## src/rtl/regfile_write_arbiter_if.sv

```systemverilog
// ---------------------------------------------------------------------------
// Module : regfile_write_arbiter_if
// Brief  : ALU / load / issue inputs and register-file write-port outputs
// Rev    : 1.0  initial release
// ---------------------------------------------------------------------------
`default_nettype none

interface regfile_write_arbiter_if #(
  parameter int WORD_WIDTH = 32,
  parameter int FIFO_DEPTH = 4
);
  localparam int c_CNT_W = $clog2(FIFO_DEPTH) + 1;

  logic                  aluValid;
  logic [4:0]            aluAddr;
  logic [WORD_WIDTH-1:0] aluData;
  logic                  aluHold;
  logic                  memValid;
  logic                  memReady;
  logic [4:0]            memAddr;
  logic [WORD_WIDTH-1:0] memData;
  logic                  issueValid;
  logic [4:0]            issueAddr;
  logic [4:0]            regWriteAddr;
  logic [WORD_WIDTH-1:0] dataToWrite;
  logic                  toWrite;
  logic [31:0]           pendingMask;
  logic [c_CNT_W-1:0]    fifoCount;

  modport master (
    output aluValid, aluAddr, aluData, memValid, memAddr, memData, issueValid, issueAddr,
    input  aluHold, memReady, regWriteAddr, dataToWrite, toWrite, pendingMask, fifoCount
  );

  modport slave (
    input  aluValid, aluAddr, aluData, memValid, memAddr, memData, issueValid, issueAddr,
    output aluHold, memReady, regWriteAddr, dataToWrite, toWrite, pendingMask, fifoCount
  );
endinterface

`default_nettype wire

```

## src/rtl/regfile_write_arbiter.sv

```systemverilog
// ---------------------------------------------------------------------------
// Module : regfile_write_arbiter
// Brief  : Register-file write port arbiter: ALU priority, buffered loads,
//          starvation hold and pending-write scoreboard
// Rev    : 1.0  initial release
// ---------------------------------------------------------------------------
`default_nettype none

module regfile_write_arbiter #(
  parameter int WORD_WIDTH   = 32,
  parameter int FIFO_DEPTH   = 4,
  parameter int STARVE_LIMIT = 8
) (
  input  wire logic                  clk,
  input  wire logic                  rst,
  regfile_write_arbiter_if.slave     bus
);
  localparam int c_PTR_W = $clog2(FIFO_DEPTH);
  localparam int c_CNT_W = c_PTR_W + 1;
  localparam int c_STV_W = $clog2(STARVE_LIMIT + 1);
  localparam logic [c_CNT_W-1:0] c_FULL    = c_CNT_W'(FIFO_DEPTH);
  localparam logic [c_STV_W-1:0] c_STV_MAX = c_STV_W'(STARVE_LIMIT);

  logic [4:0]            fifo_addr_q [FIFO_DEPTH];
  logic [WORD_WIDTH-1:0] fifo_data_q [FIFO_DEPTH];
  logic [c_PTR_W-1:0]    wr_ptr_q, rd_ptr_q;
  logic [c_CNT_W-1:0]    count_q, count_d;
  logic [c_STV_W-1:0]    starve_q, starve_d;
  logic                  hold_q;
  logic                  to_write_q;
  logic [4:0]            wr_addr_q;
  logic [WORD_WIDTH-1:0] wr_data_q;
  logic [31:0]           pending_q, pending_d;

  logic                  w_full, w_enq, w_alu_win, w_pop, w_sel_valid;
  logic [4:0]            w_sel_addr;
  logic [WORD_WIDTH-1:0] w_sel_data;

  assign w_full       = (count_q == c_FULL);
  // Readiness comes from the registered count only: a pop this cycle frees no slot yet.
  assign bus.memReady = !rst && !w_full;
  assign w_enq        = bus.memValid && bus.memReady && (bus.memAddr != 5'd0);
  assign w_alu_win    = bus.aluValid && (bus.aluAddr != 5'd0);
  assign w_pop        = !w_alu_win && (count_q != '0);
  assign w_sel_valid  = w_alu_win || w_pop;
  assign w_sel_addr   = w_alu_win ? bus.aluAddr : fifo_addr_q[rd_ptr_q];
  assign w_sel_data   = w_alu_win ? bus.aluData : fifo_data_q[rd_ptr_q];

  always_comb begin
    count_d = count_q;
    unique case ({w_enq, w_pop})
      2'b10:   count_d = count_q + 1'b1;
      2'b01:   count_d = count_q - 1'b1;
      default: count_d = count_q;
    endcase
  end

  always_comb begin
    starve_d = starve_q;
    if (w_pop)
      starve_d = '0;
    else if (w_full && w_alu_win && (starve_q != c_STV_MAX))
      starve_d = starve_q + 1'b1;
  end

  // Set is applied after clear so a same-cycle re-issue keeps the bit.
  always_comb begin
    pending_d = pending_q;
    if (w_sel_valid)
      pending_d[w_sel_addr] = 1'b0;
    if (bus.issueValid)
      pending_d[bus.issueAddr] = 1'b1;
    pending_d[0] = 1'b0;
  end

  always_ff @(posedge clk) begin
    if (rst) begin
      wr_ptr_q   <= '0;
      rd_ptr_q   <= '0;
      count_q    <= '0;
      starve_q   <= '0;
      hold_q     <= 1'b0;
      to_write_q <= 1'b0;
      wr_addr_q  <= '0;
      wr_data_q  <= '0;
      pending_q  <= '0;
    end else begin
      if (w_enq)
        wr_ptr_q <= wr_ptr_q + 1'b1;
      if (w_pop)
        rd_ptr_q <= rd_ptr_q + 1'b1;
      count_q    <= count_d;
      starve_q   <= starve_d;
      hold_q     <= (starve_d == c_STV_MAX);
      to_write_q <= w_sel_valid;
      if (w_sel_valid) begin
        wr_addr_q <= w_sel_addr;
        wr_data_q <= w_sel_data;
      end
      pending_q  <= pending_d;
    end
  end

  always_ff @(posedge clk) begin
    if (w_enq) begin
      fifo_addr_q[wr_ptr_q] <= bus.memAddr;
      fifo_data_q[wr_ptr_q] <= bus.memData;
    end
  end

  assign bus.aluHold      = hold_q;
  assign bus.toWrite      = to_write_q;
  assign bus.regWriteAddr = wr_addr_q;
  assign bus.dataToWrite  = wr_data_q;
  assign bus.pendingMask  = pending_q;
  assign bus.fifoCount    = count_q;
endmodule

`default_nettype wire

```

## src/flat_wrapper.sv

```systemverilog
// flat-port wrapper written by rule: the top's interface ports become plain ports
module regfile_write_arbiter_flat 
#(
  parameter int WORD_WIDTH   = 32,
  parameter int FIFO_DEPTH   = 4,
  parameter int STARVE_LIMIT = 8
)
  (clk, rst, bus_aluValid, bus_aluAddr, bus_aluData, bus_memValid, bus_memAddr, bus_memData, bus_issueValid, bus_issueAddr, bus_aluHold, bus_memReady, bus_regWriteAddr, bus_dataToWrite, bus_toWrite, bus_pendingMask, bus_fifoCount);
  regfile_write_arbiter_if #(.WORD_WIDTH(WORD_WIDTH), .FIFO_DEPTH(FIFO_DEPTH)) bus_i ();
  input  wire logic clk;
  input  wire logic rst;
  input wire logic [$bits(bus_i.aluValid)-1:0] bus_aluValid;
  input wire logic [$bits(bus_i.aluAddr)-1:0] bus_aluAddr;
  input wire logic [$bits(bus_i.aluData)-1:0] bus_aluData;
  input wire logic [$bits(bus_i.memValid)-1:0] bus_memValid;
  input wire logic [$bits(bus_i.memAddr)-1:0] bus_memAddr;
  input wire logic [$bits(bus_i.memData)-1:0] bus_memData;
  input wire logic [$bits(bus_i.issueValid)-1:0] bus_issueValid;
  input wire logic [$bits(bus_i.issueAddr)-1:0] bus_issueAddr;
  output wire logic [$bits(bus_i.aluHold)-1:0] bus_aluHold;
  output wire logic [$bits(bus_i.memReady)-1:0] bus_memReady;
  output wire logic [$bits(bus_i.regWriteAddr)-1:0] bus_regWriteAddr;
  output wire logic [$bits(bus_i.dataToWrite)-1:0] bus_dataToWrite;
  output wire logic [$bits(bus_i.toWrite)-1:0] bus_toWrite;
  output wire logic [$bits(bus_i.pendingMask)-1:0] bus_pendingMask;
  output wire logic [$bits(bus_i.fifoCount)-1:0] bus_fifoCount;
  assign bus_i.aluValid = bus_aluValid;
  assign bus_i.aluAddr = bus_aluAddr;
  assign bus_i.aluData = bus_aluData;
  assign bus_i.memValid = bus_memValid;
  assign bus_i.memAddr = bus_memAddr;
  assign bus_i.memData = bus_memData;
  assign bus_i.issueValid = bus_issueValid;
  assign bus_i.issueAddr = bus_issueAddr;
  assign bus_aluHold = bus_i.aluHold;
  assign bus_memReady = bus_i.memReady;
  assign bus_regWriteAddr = bus_i.regWriteAddr;
  assign bus_dataToWrite = bus_i.dataToWrite;
  assign bus_toWrite = bus_i.toWrite;
  assign bus_pendingMask = bus_i.pendingMask;
  assign bus_fifoCount = bus_i.fifoCount;
  regfile_write_arbiter #(.WORD_WIDTH(WORD_WIDTH), .FIFO_DEPTH(FIFO_DEPTH), .STARVE_LIMIT(STARVE_LIMIT)) u_core (.clk(clk), .rst(rst), .bus(bus_i));
endmodule
```

## config.mk

```make
export PLATFORM = sky130hd
export DESIGN_NAME = regfile_write_arbiter_flat
export DESIGN_NICKNAME = d
export VERILOG_FILES = /design/src/rtl/regfile_write_arbiter_if.sv /design/src/rtl/regfile_write_arbiter.sv /design/src/flat_wrapper.sv
export SDC_FILE = /design/constraint.sdc
export NUM_CORES = 1
export LEC_CHECK = 0
export ABC_CLOCK_PERIOD_IN_PS = 3300
export CAP_MARGIN = 30
export CORE_MARGIN = 1.5
export CORE_UTILIZATION = 50
export CTS_BUF_LIST = sky130_fd_sc_hd__clkbuf_4 sky130_fd_sc_hd__clkbuf_8
export CTS_CLUSTER_DIAMETER = 100
export DETAILED_ROUTE_END_ITERATION = 8
export GPL_ROUTABILITY_DRIVEN = 0
export PLACE_DENSITY = 0.78
export SLEW_MARGIN = 25
export SYNTH_ARGS = -nofsm -noshare
export SYNTH_HDL_FRONTEND = slang
export SYNTH_SLANG_ARGS = --single-unit
```

## constraint.sdc

```tcl
create_clock -name clk -period 3.3 [get_ports clk]
set_clock_uncertainty 0.05 [all_clocks]
set_input_delay 0.33 -clock clk [delete_from_list [all_inputs] [get_ports clk]]
set_output_delay 0.33 -clock clk [all_outputs]
set_load 0.01 [all_outputs]
```

# Word level (Yosys, flattened, before mapping)

Memory sizes are Yosys's and may differ from the RTL's. A register that Yosys moved wholly into a read port is not among the register bits.
Cells that the tools add are included.

$add $sub $neg: 5
Order comparisons: 4
Eq/ne operators: 5
Mux-type cells: 17
Bitwise operators: 3
Reduce and logical (&&, ||, !) cells: 17

Operators by type and width:

| operator              | number |
|---|---|
| $mux W32              | 3 |
| $and A32 B32 Y32      | 1 |
| $not A32 Y32          | 1 |
| $or A32 B32 Y32       | 1 |
| $lt A5 B6 Y1 const B  | 2 |
| $demux W1 S5          | 2 |
| $ge A5 B1 Y1 const B  | 2 |
| $reduce_bool A5 Y1    | 2 |
| $logic_and A1 B1 Y1   | 9 |
| $mux W2               | 4 |
| $mux W4               | 2 |
| $pmux W3 S2           | 1 |
| $mux W5               | 1 |
| $add A2 B1 Y2 const B | 2 |
| $add A4 B1 Y4 const B | 1 |
| $eq A4 B4 Y1 const B  | 1 |
| $mux W1               | 4 |
| $ne A4 B4 Y1 const B  | 1 |
| $add A3 B1 Y3 const B | 1 |
| $eq A3 B3 Y1 const B  | 1 |
| $logic_not A1 Y1      | 3 |
| $reduce_bool A3 Y1    | 1 |
| $sub A3 B1 Y3 const B | 1 |
| $eq A2 B1 Y1 const B  | 1 |
| 3 further kinds       | 3 |

Register bits after elaboration: 82
Memory bits (writable): 148
Input bits: 84
Output and inout bits: 75
Logic and storage cells: 63
Memories kept: 2

Memories:

| name               | words | bits a word | rd ports | clocked after memory_dff | wr ports | line                        | source |
|---|---|---|---|---|---|---|---|
| u_core.fifo_data_q | 4     | 32          | 1        | 1                        | 1        | regfile_write_arbiter.sv:25 | `logic [WORD_WIDTH-1:0] fifo_data_q [FIFO_DEPTH];` |
| u_core.fifo_addr_q | 4     | 5           | 1        | 1                        | 1        | regfile_write_arbiter.sv:24 | `logic [4:0] fifo_addr_q [FIFO_DEPTH];` |

# Depth between registers and ports, before layout

Gate-level depths: netlist of the first run.

Depth after elaboration: 12
Gate-level depth with buffers: 10
Depth with buffers taken out: 10

# Least setup slack after synthesis of the first run

No wires, ideal clock.

Kind: input -> register
From: input port bus_aluAddr[4]
To: register u_core.count_q[2] (netlist: u_core.bus.fifoCount[2])
Library setup time: 0.071 ns
Data arrival time: 2.377 ns
Data required time: 3.179 ns
Slack: 0.802 ns
Stages on the path: 10
Path buffers: 1
Cells stage by stage: buf_2 or2_2 o21a_4 nor2_1 ha_1 inv_1 fa_1 xor2_1 or3_1 a21oi_1

Word-level cells in the longest chain between the ends: 6
Elaborated cells on any way between the ends: 8
Classes of those cells: eq/ne: 2; mux: 1; reduce/logical: 5

RTL lines:

| item                                                     | line                        | source |
|---|---|---|
| start: declaration                                       | flat_wrapper.sv:13          | `input wire logic [$bits(bus_i.aluAddr)-1:0] bus_aluAddr;` |
| $reduce_bool A5 Y1 *                                     | regfile_write_arbiter.sv:43 | `assign w_alu_win = bus.aluValid && (bus.aluAddr != 5'd0);` |
| $logic_and A1 B1 Y1 *                                    | regfile_write_arbiter.sv:43 |  |
| $logic_not A1 Y1 *                                       | regfile_write_arbiter.sv:44 | `assign w_pop = !w_alu_win && (count_q != '0);` |
| $logic_and A1 B1 Y1 *                                    | regfile_write_arbiter.sv:44 |  |
| named net u_core.w_pop                                   | regfile_write_arbiter.sv:35 | `logic w_full, w_enq, w_alu_win, w_pop, w_sel_valid;` |
| $eq A2 B1 Y1 / $eq A2 B2 Y1 (equally long branches)      | regfile_write_arbiter.sv:51 | `unique case ({w_enq, w_pop})` |
| $pmux W3 S2 / $reduce_bool A2 Y1 (equally long branches) | --                          |  |
| end signal: assignment                                   | regfile_write_arbiter.sv:92 | `count_q <= count_d;` |
| end: declaration                                         | regfile_write_arbiter.sv:27 | `logic [c_CNT_W-1:0] count_q, count_d;` |

The timed path passes the listed nets; every way through them passes the cells marked *.
A chain may end at the register's enable or synchronous reset.

# Worst setup path after layout of the first run

From: register u_core.count_q[2] (netlist: u_core.bus.fifoCount[2])
To: register u_core.count_q[2] (netlist: u_core.bus.fifoCount[2])

Word-level cells in the longest chain between the ends: 7
Elaborated cells on any way between the ends: 13
Classes of those cells: add/sub: 2; eq/ne: 3; mux: 1; reduce/logical: 7

RTL lines:

| item                                                     | line                        | source |
|---|---|---|
| $eq A3 B3 Y1                                             | regfile_write_arbiter.sv:39 | `assign w_full = (count_q == c_FULL);` |
| $logic_not A1 Y1                                         | regfile_write_arbiter.sv:41 | `assign bus.memReady = !rst && !w_full;` |
| $logic_and A1 B1 Y1                                      | regfile_write_arbiter.sv:41 |  |
| $logic_and A1 B1 Y1 (2 in a row)                         | regfile_write_arbiter.sv:42 | `assign w_enq = bus.memValid && bus.memReady && (bus.memAddr != 5'd0);` |
| $eq A2 B1 Y1 / $eq A2 B2 Y1 (equally long branches)      | regfile_write_arbiter.sv:51 |  |
| $pmux W3 S2 / $reduce_bool A2 Y1 (equally long branches) | --                          |  |

Parallel ways exist; a longest one is shown, timed or not.

==> results of run 1 <==
-- cell type report --
class                   instances  area [um^2]  area share
multi-input cells             368         2830       0.239
clock buffers                  49          649      0.0549
inverters                      15         56.3     0.00476
repair buffers                170         1730       0.147
clock inverters                21          158      0.0133
well taps                     229          287      0.0242
flip-flops and latches        231         6110       0.517
-- power breakdown --
| part | switching, uW | leakage, uW | internal [uW] |
|---|---|---|---|
| combinational | 1060 | 0.00148 | 871 |
| clock | 1160 | 0.000428 | 1460 |
| sequential | 146 | 0.00202 | 3300 |
-- state kept, by name, summed over array words and instances, names as in the netlist, 2 cells and up, named ones only --
register                 count
u_core.fifo_data_q         128
u_core.starve_q              4
u_core.bus.pendingMask      31
u_core.bus.fifoCount         3
u_core.wr_ptr_q              2
u_core.bus.dataToWrite      32
u_core.bus.regWriteAddr      5
u_core.fifo_addr_q          20
u_core.rd_ptr_q              2
-- how the worst max path moves through the flow --
stage / startpoint / endpoint / slack, ns
final: u_core.bus.fifoCount[2]$_SDFFE_PP0P_ / u_core.bus.fifoCount[2]$_SDFFE_PP0P_ / 0.48
after global routing: u_core.bus.fifoCount[2]$_SDFFE_PP0P_ / u_core.bus.fifoCount[2]$_SDFFE_PP0P_ / 0.30
after CTS: u_core.bus.fifoCount[2]$_SDFFE_PP0P_ / u_core.bus.fifoCount[2]$_SDFFE_PP0P_ / 0.48
after detailed placement: bus_aluAddr[1] / u_core.bus.fifoCount[2]$_SDFFE_PP0P_ / 0.18
after global placement: bus_aluAddr[1] / u_core.bus.fifoCount[2]$_SDFFE_PP0P_ / 0.29
after floorplan: bus_aluAddr[4] / u_core.bus.fifoCount[2]$_SDFFE_PP0P_ / 0.80
-- per-stage QoR --
step	cells	utilization	power, uW
finish	1083	0.658	7990
global route	1083	0.658	8340
CTS	1083	0.658	8050
detailed placement	1013	0.613	5440
global placement	1012	0.611	5370
floorplan	651	-	4670
-- placed cells by master (no fill, tap or decap), types with 3 or more instances in the layout --
cell / synthesis / layout
clkinv_2: 0 / 10
or3_1: 4 / 3
o21ai_0: 37 / 37
nor2_1: 54 / 54
nand2_1: 82 / 82
mux4_2: 37 / 37
buf_4: 2 / 8
dfxtp_1: 83 / 81
ha_1: 7 / 7
o211ai_1: 26 / 26
clkbuf_4: 0 / 4
clkinv_1: 0 / 6
clkdlybuf4s50_1: 0 / 156
a311oi_1: 34 / 34
nand3b_1: 5 / 5
a21oi_1: 5 / 5
edfxtp_1: 148 / 148
clkbuf_8: 0 / 45
buf_12: 0 / 4
nor3b_1: 4 / 4
nor3_1: 7 / 7
and2_2: 0 / 4
a31oi_1: 6 / 6
nor2b_1: 6 / 6
xor2_1: 3 / 3
nand3_1: 3 / 3
inv_1: 15 / 15
mux2_2: 3 / 3
-- layer usage --
layer	vias up	part of all wire	wire length, um
met5	-	0.0012	26
met4	4	0.038	820
met3	73	0.079	1720
met2	320	0.49	10800
met1	3128	0.39	8470
li1	2859	-	-
-- cell families (layout without fill, tap and decap cells) --
family / count (synthesis) / count (layout) / share of synthesized area
AO/OA/AOI/OAI: 130 / 130 / 0.104
XOR/XNOR: 5 / 5 / 0.00480
adder cells (fa/ha/maj): 8 / 8 / 0.0118
buffers and inverters: 52 / 255 / 0.0238
flip-flops: 231 / 231 / 0.669
multiplexers: 40 / 40 / 0.0950
other: 1 / 1 / 0.000411
AND/OR/NAND/NOR: 184 / 184 / 0.0909
-- worst max-delay path, stage by stage (launching register included) --
cell	delay, ns
dfxtp_1	0.45
nor3b_1	0.48
nor2_1	0.17
o311a_1	0.25
inv_1	0.09
ha_1	0.18
inv_1	0.06
fa_1	0.38
xor2_1	0.16
or3_1	0.32
a21oi_1	0.15
==> metrics, run 1 <==
Worst slew margin 0.404; Hold Path Class in -> reg; area of the core 0.0180 mm^2; DRC violations left 0; Clock Path Buffers 3; CTS buffer count 38; Starting Density 0.508; final instance area ~0.012 mm^2; post-synth cell types 55; worst hold start bus_aluData[31]; Via density 5.89; Iter 0 DRT Violations roughly 450; Mapped Avg Cell Area 14.0 um^2; largest net degree at the start of global routing 56; clock-pin slew on the worst setup and hold paths 0.06 ns; RR Endpoint u_core.bus.fifoCount[2]$_SDFFE_PP0P_; Die X roughly 140 um; sequential fraction of the synthesis area 0.669; first-pass GRT wire length 34.6 mm; Die H 138 um; Seq cells post-synth about 230; post-DP HPWL 14.4 mm; Hold EP u_core.bus.dataToWrite[31]$_SDFFE_PP0N_; most frequent cell after synthesis edfxtp_1; YS warnings 0; CP required 3.70 ns; number of diodes 0; Leak 0.00393 uW; total routed wirelength 21.8 mm; Max Freq 354 MHz; Top FF cell, synth edfxtp_1; ys async rst share 0; port bufs 157; max cap viols 0; setup ws final 0.477 ns; wire per inst roughly 20 um; CTS tree done; Num Clock Sinks 231; Post-synth EDFFs 148; Critical Path AT 3.22 ns; antenna violations before repair 2; H-tree Lvls 2; Power Density ~680 mW/mm^2; I/O pin total between 150 and 200; worst-skew pair later-pin latency 0.53 ns; Synth Cell Area 0.00913 mm^2; post-route minimum period roughly 2.8 ns; gr usage total 0.229; die area 0.0191 mm^2; met1 usage 0.281; Final Max Slew Viols 0; peak supply drop 0.512 mV; Area contributors post-synth edfxtp_1 (49%), dfxtp_1 (18%), mux4_2 (9.1%); critical setup path kind reg -> reg; Top Usage Layer GRT met2; Final ANT Viol Nets 0; met2 Track Usage GR 0.383; Synth Instances 651; Layout area overhead 29.5%; outcome completed; FP Rows slightly below 50; GRT overflow 0; fillers 1236; Synth Net Count 743; worst hold stages 3; Setup Viol. Count Final 0; pin slew with the least headroom to its limit 0.895 ns; RSZ-0062 raised after global routing no; DP Worst Slack 0.185 ns; number of setup buffers added after CTS 0; top cell type's share of synthesized area 0.487; PostCTS Resize Cnt 0; reg2reg path depth 10; setup tns final 0 ns; clk root buf clkbuf_8; startpoint types register; synth cell count leaders edfxtp_1 (148), dfxtp_1 (83), nand2_1 (82); endpoint type of the worst setup path register; placed instance area 0.0110 mm^2; final hold viol count 0; NumNets Final between 900 and 1000; Critical Path Fanout Max 8; vias in the first global route 6583; R2R setup slack 0.48 ns; vias 6384; hold_buf cts 0; Hold Worst Slack 0.352 ns; share of cells above drive strength 1 0.162; met3 GRT Util 0.0551; startpoint of the worst register-to-register path u_core.bus.fifoCount[2]$_SDFFE_PP0P_; fin crit share 0.855; dominant cell type by area after synthesis edfxtp_1; drt first pass iters 5
Power figures use the tool's default switching activity.
==> inputs of run 2 (changes only) <==
Settings changed: PLACE_DENSITY 0.78 to 0.87.
==> metrics, run 2 (same netlist as run 1, synthesis figures left out) <==
outcome completed; Iter 0 DRT Violations 385; drt first pass iters 5; Worst slew margin 0.459; Layout area overhead 29.4%; number of diodes 0; first-pass GRT wire length 33.1 mm; area of the core roughly 0.018 mm^2; port bufs 157; Setup Viol. Count Final 0; RSZ-0062 raised after global routing no; Psw about 2300 uW; NumNets Final 919; Final Max Slew Viols 0; Clock Path Buffers 3; clk root buf clkbuf_8; max FFs per register 128; CTS buffer count 37; Max Freq 377 MHz; Final ANT Viol Nets 0; final hold viol count 0; Power Density 671 mW/mm^2; wire per inst 19.0 um; largest reg by FF count u_core.fifo_data_q; vias 6207; Via density 5.73; kind of cell adding the most delay to the critical path simple AND/OR/NAND/NOR gates; max cap viols 0; switch share 0.291; fillers about 1300; GRT overflow 0; number of setup buffers added after CTS 0; PostCTS Resize Cnt 0; antenna violations before repair 1; DRC violations left 0; commonest non-fill, non-tap cells in the layout clkdlybuf4s50_1 (156), edfxtp_1 (148), nand2_1 (82); CP max stage cell dfxtp_1; Buf/Inv on CP 2; setup tns final 0 ns; startpoint of the worst register-to-register path u_core.bus.fifoCount[2]$_SDFFE_PP0P_; Die X 138 um; post-DP HPWL 13.3 mm; H-tree Lvls 2; Critical Path AT 3.06 ns; share of cells above drive strength 1 0.166; gr usage total 0.217; worst hold stages 3; cell repeated most along the worst path inv_1; RR Endpoint u_core.bus.fifoCount[2]$_SDFFE_PP0P_; startpoint types register; fin crit share 0.805; Comb pwr share 0.246; Hold EP u_core.bus.dataToWrite[24]$_SDFFE_PP0N_; Critical Path Fanout Max 8; post-route minimum period 2.66 ns; R2R setup slack 0.64 ns; worst-skew pair later-pin latency 0.52 ns; Starting Density 0.508; Die H 138 um; largest net degree at the start of global routing 55; worst hold start bus_aluData[24]; hold_buf cts 1; I/O pin total 159; CP required 3.70 ns; register share of total power 0.432; peak supply drop 0.377 mV; max incr delay on CP 0.45 ns; vias in the first global route 6427; Int Pwr about 5600 uW; endpoint type of the worst setup path register; CTS tree done; Leak ~0.0039 uW; crit-path cells nor3b_1 > nor2_1 > o311a_1 > inv_1 > ha_1 > inv_1 > fa_1 > xor2_1 > or3_1 > a21oi_1; most common cell after layout, fill and taps aside clkdlybuf4s50_1; Num Clock Sinks ~230; final core occ 0.658; critical setup path kind reg -> reg; pin slew with the least headroom to its limit 0.811 ns; die area 0.0191 mm^2; Hold Path Class in -> reg; reg2reg path depth 10; total routed wirelength 20.6 mm; CP Depth 10; clock-pin slew on the worst setup and hold paths roughly 0.070 ns; proportion of power drawn by the clock network 0.322; FP Rows between 40 and 50
==> run 2: cell type report <==
class | instances | area [um^2] | share of cell area
Sequential cell | 231 | 6110 | 0.517
Multi-Input combinational cell | 368 | 2830 | 0.239
Timing Repair Buffer | 174 | 1750 | 0.148
Clock buffer | 54 | 693 | 0.0587
Tap cell | 229 | 287 | 0.0242
Clock inverter | 13 | 100 | 0.00847
Inverter | 15 | 56.3 | 0.00476
==> run 2: how the worst max path moves through the flow <==
stage	startpoint	end	slack, ns
after global placement	bus_aluAddr[1]	u_core.bus.fifoCount[2]$_SDFFE_PP0P_	0.29
final	u_core.bus.fifoCount[2]$_SDFFE_PP0P_	u_core.bus.fifoCount[2]$_SDFFE_PP0P_	0.64
after detailed placement	bus_aluAddr[1]	u_core.bus.fifoCount[2]$_SDFFE_PP0P_	0.20
after CTS	u_core.bus.fifoCount[2]$_SDFFE_PP0P_	u_core.bus.fifoCount[2]$_SDFFE_PP0P_	0.63
after floorplan	bus_aluAddr[4]	u_core.bus.fifoCount[2]$_SDFFE_PP0P_	0.80
after global routing	u_core.bus.fifoCount[2]$_SDFFE_PP0P_	u_core.bus.fifoCount[2]$_SDFFE_PP0P_	0.49
==> run 2: power groups by stage <==
stage / sequential (uW) / clock, uW / combinational, uW
6_report: 3430 / 2550 / 1950
5_1_grt: 3450 / 2740 / 2110
4_1_cts: 3430 / 2610 / 1970
3_5_place_dp: 3490 / 0 / 1960
3_3_place_gp: 3480 / 0 / 1920
2_1_floorplan: 3500 / 0 / 1170
==> run 2: through the flow <==
step                      hold slack (ns)  instances  power (uW)  area [um^2]  setup slack, ns
final                               0.354       1084        7920        11800            0.645
after global routing                0.345       1084        8290        11800            0.493
after CTS                           0.326       1084        8000        11800            0.630
after detailed placement            0.416       1016        5450        11000            0.200
after global placement              0.415       1016        5400        11000            0.290
after floorplan                     0.379        651        4670         9130            0.802
==> run 2: routing by layer <==
metal	part of all wire	wire length [um]	global-route usage
met5	0.00082	17	0
met4	0.023	468	0.0770
met3	0.077	1590	0.0565
met2	0.49	10000	0.356
met1	0.41	8530	0.284
==> run 2: worst reg2reg max path, delay by kind of cell, from the launching register on <==
kind,cells,cell delay [ns]
AO/OA/AOI/OAI,2,0.39
adder cells (fa/ha/maj),2,0.54
AND/OR/NAND/NOR,3,0.86
buffers and inverters,2,0.15
flip-flops,1,0.45
XOR/XNOR,1,0.15
